$ cat config.mk
export PLATFORM = sky130hd
export DESIGN_NAME = axis_moving_average
export DESIGN_NICKNAME = d
export VERILOG_FILES = /design/src/rtl/axis_moving_average_pkg.sv /design/src/rtl/avg_history_ram.sv /design/src/rtl/axis_moving_average.sv
export SDC_FILE = /design/constraint.sdc
export NUM_CORES = 1
export LEC_CHECK = 0
export CORE_MARGIN = 4
export CORE_UTILIZATION = 40
export CTS_BUF_LIST = sky130_fd_sc_hd__clkbuf_8
export CTS_CLUSTER_SIZE = 16
export DETAILED_ROUTE_END_ITERATION = 8
export PLACE_DENSITY = 0.6
export SLEW_MARGIN = 20
export SYNTH_ARGS = -nofsm -noshare
export SYNTH_HDL_FRONTEND = slang
export SYNTH_HIERARCHICAL = 1
export SYNTH_SLANG_ARGS = --single-unit
$ cat constraint.sdc
create_clock -name clk -period 12.3 [get_ports clk]
set_clock_uncertainty 0.05 [all_clocks]
set_input_delay 2.46 -clock clk [delete_from_list [all_inputs] [get_ports clk]]
set_output_delay 2.46 -clock clk [all_outputs]
set_load 0.02 [all_outputs]
$ cat src/rtl/axis_moving_average_pkg.sv
// Shared types and sizing for the stereo moving-average filter.
package axis_moving_average_pkg;

   typedef enum logic {CLEAR = 1'b0, RUN = 1'b1} state_t;

   localparam int DEF_DATA_WIDTH = 24;
   localparam int DEF_LOG2_TAPS  = 3;

   // Accumulator holds the sum of 2^lt samples of dw bits without overflow.
   function automatic int acc_width(input int dw, input int lt);
      return dw + lt;
   endfunction

endpackage

$ cat src/rtl/avg_history_ram.sv
// Sample history for both channels: {right, left} per address, async read, sync write.
module avg_history_ram #(
   parameter int DATA_WIDTH = 24,
   parameter int LOG2_TAPS  = 3
) (
   input  logic                    clk,
   input  logic                    we,
   input  logic [LOG2_TAPS-1:0]    waddr,
   input  logic [2*DATA_WIDTH-1:0] wdata,
   input  logic [LOG2_TAPS-1:0]    raddr,
   output logic [2*DATA_WIDTH-1:0] rdata
);

   logic [2*DATA_WIDTH-1:0] mem [2**LOG2_TAPS];

   always_ff @(posedge clk) begin
      if (we) mem[waddr] <= wdata;
   end

   assign rdata = mem[raddr];

endmodule

$ cat src/rtl/axis_moving_average.sv
// Stereo boxcar average over 2^LOG2_TAPS samples per channel, AXI-Stream in/out,
// one-deep registered output; s_axis_last selects the channel (1 = right).
module axis_moving_average
   import axis_moving_average_pkg::*;
#(
   parameter int DATA_WIDTH = DEF_DATA_WIDTH,
   parameter int LOG2_TAPS  = DEF_LOG2_TAPS
) (
   input  logic                  clk,
   input  logic                  reset,
   input  logic                  enable,
   input  logic [DATA_WIDTH-1:0] s_axis_data,
   input  logic                  s_axis_valid,
   output logic                  s_axis_ready,
   input  logic                  s_axis_last,
   output logic [DATA_WIDTH-1:0] m_axis_data,
   output logic                  m_axis_valid,
   input  logic                  m_axis_ready,
   output logic                  m_axis_last
);

   localparam int AW = acc_width(DATA_WIDTH, LOG2_TAPS);

   state_t                  state, state_nxt;
   logic [LOG2_TAPS-1:0]    clr_cnt, ptr, waddr;
   logic signed [AW-1:0]    acc_l, acc_r, acc_sel, old_ext, x_ext, sum;
   logic [DATA_WIDTH-1:0]   hist_old, avg;
   logic [2*DATA_WIDTH-1:0] rd_data, wr_data;
   logic                    we, accept;

   avg_history_ram #(.DATA_WIDTH(DATA_WIDTH), .LOG2_TAPS(LOG2_TAPS)) u_hist (
      .clk   (clk),
      .we    (we),
      .waddr (waddr),
      .wdata (wr_data),
      .raddr (ptr),
      .rdata (rd_data)
   );

   assign s_axis_ready = !reset && (state == RUN) && (!m_axis_valid || m_axis_ready);
   assign accept       = s_axis_valid && s_axis_ready;

   // Running-sum update: drop the sample leaving the window, add the new one.
   assign hist_old = s_axis_last ? rd_data[2*DATA_WIDTH-1:DATA_WIDTH] : rd_data[DATA_WIDTH-1:0];
   assign acc_sel  = s_axis_last ? acc_r : acc_l;
   assign old_ext  = {{LOG2_TAPS{hist_old[DATA_WIDTH-1]}}, hist_old};
   assign x_ext    = {{LOG2_TAPS{s_axis_data[DATA_WIDTH-1]}}, s_axis_data};
   assign sum      = acc_sel - old_ext + x_ext;
   assign avg      = DATA_WIDTH'(sum >>> LOG2_TAPS);

   always_comb begin
      state_nxt = state;
      we        = 1'b0;
      waddr     = ptr;
      wr_data   = '0;
      case (state)
         CLEAR: begin
            we    = 1'b1;
            waddr = clr_cnt;
            if (clr_cnt == '1) state_nxt = RUN;
         end
         RUN: begin
            // Only the accepted channel's half changes; the other is written back.
            if (accept) begin
               we      = 1'b1;
               wr_data = s_axis_last ? {s_axis_data, rd_data[DATA_WIDTH-1:0]}
                                     : {rd_data[2*DATA_WIDTH-1:DATA_WIDTH], s_axis_data};
            end
         end
         default: state_nxt = CLEAR;
      endcase
   end

   always_ff @(posedge clk) begin
      if (reset) begin
         state        <= CLEAR;
         clr_cnt      <= '0;
         ptr          <= '0;
         acc_l        <= '0;
         acc_r        <= '0;
         m_axis_valid <= 1'b0;
         m_axis_data  <= '0;
         m_axis_last  <= 1'b0;
      end else begin
         state <= state_nxt;
         if (state == CLEAR) clr_cnt <= clr_cnt + LOG2_TAPS'(1);
         if (accept) begin
            if (s_axis_last) begin
               acc_r <= sum;
               ptr   <= ptr + LOG2_TAPS'(1);
            end else begin
               acc_l <= sum;
            end
            m_axis_valid <= 1'b1;
            m_axis_data  <= enable ? avg : s_axis_data;
            m_axis_last  <= s_axis_last;
         end else if (m_axis_ready) begin
            m_axis_valid <= 1'b0;
         end
      end
   end

endmodule

Word-level counts from Yosys, hierarchy flattened
Memory sizes are Yosys's and may differ from the RTL's. A register that Yosys moved wholly into a read port is not among the register bits.
Cells that the tools add are included.
Operators by class
  $add $sub $neg: 4
  shifts and indexed selects: 0
  multiply operators: 0
  divide/modulo/power cells: 0
  bitwise operators: 2
  reductions and logical operators: 9
  order comparisons: 0
  equality and inequality tests: 1
  muxes and demuxes: 17
Operators with widths (number)
  48-bit two-way mux: 3
  24-bit two-way mux: 2
  27-bit by 24-bit adder with 27-bit output: 1
  27-bit two-way mux: 1
  27-bit by 24-bit subtractor with 27-bit output: 1
  3-bit two-way mux: 3
  1-bit two-way mux: 7
  3-bit by 1-bit adder with 3-bit output, second input constant: 2
  2-bit AND reduction: 2
  3-bit == test, second input constant: 1
  1-bit logical AND: 3
  1-bit logical NOT: 2
  1-bit inverter: 2
  1-bit case mux with 2 select lines: 1
  2-bit nonzero test: 1
  1-bit logical OR: 1
Word-level totals
  latch bits: 0
  memories kept: 1
  flip-flop bits (word level): 87
  RAM bits: 384
  output and inout port bits: 27
  bits in read-only memories: 0
Memory list
  u_hist.mem: depth 8, width 48, read ports 1, clocked after Yosys merged registers in 1, wr ports 1, line avg_history_ram.sv:14  | logic [2*DATA_WIDTH-1:0] mem [2**LOG2_TAPS];

Longest topological paths before layout
  word-level depth: 8
  gate-level depth with buffers: 17
  depth with buffers taken out: 14

Modules after synthesis
Netlist, hierarchy kept.
By module, submodules not included
  avg_history_ram: times used 1, area an instance 14659.1 µm², cells each 568, sequential area each 11531.1 µm²
  axis_moving_average: times used 1, area an instance 6929.1 µm², cells each 838, sequential area each 1741.7 µm²

Worst setup path before layout
No wires, ideal clock.
  path kind: input port to flip-flop
  from: input reset
  to: memory u_hist/mem[0][0] (netlist name), enable pin
  stages: 8
  required time: 11.737 ns
  slack: 4.599 ns
  arrival time: 7.138 ns
  path through: clkbuf_8 -> nor3b_2 -> nand2_1 -> clkbuf_1 -> clkbuf_1 -> nand2_1 -> nand2b_1 -> nor3_1
Between the ends
  word-level cells in the longest chain between the ends: 8
RTL lines
  start: declaration: line axis_moving_average.sv:10  | input logic reset,
  1-bit logical NOT: line axis_moving_average.sv:40  | assign s_axis_ready = !reset && (state == RUN) && (!m_axis_valid || m_axis_ready);
  1-bit logical AND (2 in a row): line axis_moving_average.sv:40
  named net s_axis_ready: line axis_moving_average.sv:14  | output logic s_axis_ready,
  1-bit logical AND: line axis_moving_average.sv:41  | assign accept = s_axis_valid && s_axis_ready;
  1-bit two-way mux: line axis_moving_average.sv:64  | if (accept) begin
  1-bit case mux with 2 select lines: line axis_moving_average.sv:56  | case (state)
  named net we: line axis_moving_average.sv:29  | logic we, accept;
  1-bit two-way mux: line avg_history_ram.sv:17  | if (we) mem[waddr] <= wdata;
  1-bit two-way mux (implied by the code): line avg_history_ram.sv:17
  end: declaration: line avg_history_ram.sv:14
The timed path passes the listed nets, and every way through them passes these cells.

Final worst setup path
  from: input reset
  to: output s_axis_ready
Between the ends
  word-level cells in the longest chain between the ends: 3
RTL lines (line)
  1-bit logical NOT: axis_moving_average.sv:40
  1-bit logical AND (2 in a row): axis_moving_average.sv:40
  end: declaration: axis_moving_average.sv:14
Every way passes these cells.

==> results.ini <==
[cts]
cts_inserted_buffers = 79
root_buffer = clkbuf_8
cts_max_level = 3
cts.path.max_buffers = 3
cts_setup_buffers = 0
clock_latency_ns = 0.66
cts.clk_slew.worst_paths_ns = 0.05
cts_tree = built
clkSinkCount = 471
ctsHoldBuffers = 0
cts-resized-gates = 0

[outcome]
status = completed

[logic_synthesis]
netlist_area_sq_um = 21600
async_flop_share = 0
synthCells = 1406
ys_ff_latch = 471
syn_area_per_cell_sq_um = 15.4
synth_nets = 1493
yosysWarnings = 6
synth-seq-area-share = 0.615
synthFlopType = edfxtp_1
ys_types = 67
synth_edf_count = 384

[sta]
worst_pin_slew_ns = 1.05
post-route-period-util = 0.529
finalHoldViolCount = 0
slew_headroom = 0.297
timing.setup.tns_ns = 0
min_period_ns = 6.50
fmax_ghz = 0.154
setup_violations = 0
rsz0062_at_grt = no
slew_viol_final = 0
setup_slack_ns = 5.80

[setup_path]
worstPathMaxFanout = 55
start_kind = primary input
reg2reg_setup_slack_ns = 6.72
critPathKind = in2out
rr_startpoint = ptr[0]
worst-path-buf-inv = 3
crit_family = buffers and inverters
critical_path_required_ns = 9.79
slowest_delay_ns = 0.68
r2r-end = m_axis_data[17]
critPathSlowestCell = clkdlybuf4s50_1
reg2reg_depth = 15
crit_chain = buf_2, buf_4, nor3b_2, clkdlybuf4s50_1
critPathCaptureType = output pin
cp.arrival_ns = 3.99

[worst_hold_path]
hp-class = reg2reg
holdPathEnd = acc_r[9]
min_path_cells = 2
hold_path_startpoint = acc_r[9]

[cells_and_area]
area_growth_pct = 12.8
drive_gt1_frac = 0.222
final_cell_mix = 384 x edfxtp_1, 97 x nand2_1, 96 x inv_1, 93 x mux4_2, 90 x mux2i_1
nFillCells = 4720
fin_nets = 1575
regArea_sq_um = 13300
final_common_cell = edfxtp_1
multiInputGateArea_sq_um = 7640

[run]
cap_violations = 0

[grt]
grt_max_degree = 68
met1_usage = 0.244
grtUsageMet2 = 0.283
grt_overflow = 0
busiest_layer = met2
antenna_found_initial = 1
met3_usage = 0.0358
grt_use_total = 0.176
grt_first_pass_wirelength_mm = 76.4
grt_pass1_vias = 12500

[power_and_ir_drop]
ir_drop_mv = 0.0606
p_leak_nw = 8.42
swShare = 0.270
pwr-share-clk = 0.364
p_sw_mw = 1.00
p_int_mw = 2.71
p_per_area_nw_per_um2 = 152
finalPower_mw = 3.71
power_frac_seq = 0.483
combPwrFrac = 0.152

[placed_design]
place_ws_ns = 5.30
portBuffers = 56
post-dp-hpwl_mm = 29.6
gp_congestion = 0.871

[die]
die_w_um = 240
core_sq_um = 53000
dieArea_sq_um = 57800
rows = 84
initial_utilization = 0.408
die_h_um = 240
ioPinCount = 57

[drt]
viasPerCell = 5.46
drc = 0
drt_iter0_drc = 909
drt_pass1_iterations = 7
wirelength_mm = 50.5
wl_per_cell_um = 22.5
antenna_left = 0
vias = 12300

[cells by family after synthesis]
logic type | Yosys count | synth area share
buf+inv | 151 | 0.0341
mux | 265 | 0.191
flops | 471 | 0.615
compound gates | 182 | 0.0562
xor+xnor | 27 | 0.0116
fa+ha+maj | 57 | 0.0421
simple gates | 253 | 0.0505
[layout make-up]
cell class,instances,share of cell area
diodes,1,0.000103
clock buffers,85,0.0481
clock inverters,62,0.0151
inverters,72,0.0111
multi-input cells,784,0.314
flip-flops and latches,471,0.546
well taps,688,0.0354
repair buffers,80,0.0308
[stage by stage]
step	instance area [sq um]	util	instances	hold slack, ns
3_5_place_dp	22800	0.430	2094	0.397
6_report	24300	0.460	2243	0.404
4_1_cts	24300	0.459	2241	0.404
3_3_place_gp	22800	0.430	2094	0.392
5_1_grt	24300	0.460	2243	0.422
2_1_floorplan	21600	-	1406	0.385
[worst max-delay path by stage]
stage / from / cells past startpoint / end / slack (ns)
after detailed placement: s_axis_last / 14 / m_axis_data[13] / 5.30
final: reset / 4 / s_axis_ready / 5.80
after floorplan: reset / 8 / u_hist/mem[0][0] / 4.60
after CTS: reset / 4 / s_axis_ready / 5.78
after global routing: reset / 4 / s_axis_ready / 5.67
after global placement: s_axis_last / 13 / m_axis_data[23] / 5.32
[worst register-to-register path, delay by kind of cell, from the launching register on]
kind	cells	cell delay, ns
muxes	4	1.59
adders and majority gates	3	0.98
buffers and inverters	2	0.84
DFF	1	0.67
AOI/OAI and AO/OA	6	1.39
[power groups by stage]
stage	registers (mW)	clock network, mW	logic [mW]
2_1_floorplan	1.83	0	0.405
3_3_place_gp	1.82	0	0.560
3_5_place_dp	1.83	0	0.560
4_1_cts	1.79	1.39	0.564
5_1_grt	1.80	1.47	0.613
6_report	1.79	1.35	0.565
[synthesized netlist by cell type, drive strengths merged (2+ instances only)]
master | count | share of area
mux2i | 91 | 0.042
nor4 | 6 | 0.0017
mux4 | 96 | 0.10
nand2b | 8 | 0.0023
o21a | 2 | 0.00070
nor3 | 6 | 0.0014
a221oi | 5 | 0.0034
inv | 72 | 0.013
a21o | 9 | 0.0031
o21bai | 3 | 0.0010
nor2 | 95 | 0.017
o211ai | 5 | 0.0022
o21ai | 61 | 0.015
and3 | 5 | 0.0014
dfxtp | 87 | 0.081
and4 | 2 | 0.00081
xnor2 | 12 | 0.0052
and2 | 3 | 0.00099
clkbuf | 47 | 0.010
a31o | 2 | 0.00081
nand3 | 17 | 0.0039
nand4 | 3 | 0.00087
buf | 32 | 0.012
a221o | 2 | 0.00093
nor2b | 6 | 0.0017
a31oi | 9 | 0.0026
ha | 31 | 0.018
a22oi | 4 | 0.0014
a211oi | 20 | 0.0085
nand2 | 98 | 0.017
a311oi | 2 | 0.0011
edfxtp | 384 | 0.53
a21oi | 49 | 0.012
xor2 | 15 | 0.0064
mux2 | 78 | 0.048
fa | 26 | 0.024
o22ai | 4 | 0.0012
[per-layer routing]
layer | up-vias | share of wire
met2 | 327 | 0.48
li1 | 5513 | -
met4 | 0 | 0.020
met3 | 71 | 0.055
met5 | - | 0
met1 | 6345 | 0.45
[sequential cells by signal, summed over array words and instances, names as in the netlist]
name,cells
u_hist/mem,384
acc_l,27
acc_r,27
m_axis_data,24
clr_cnt,3
ptr,3
m_axis_last,1
m_axis_valid,1
state,1
Note: power is estimated with default switching activity, not from simulation.
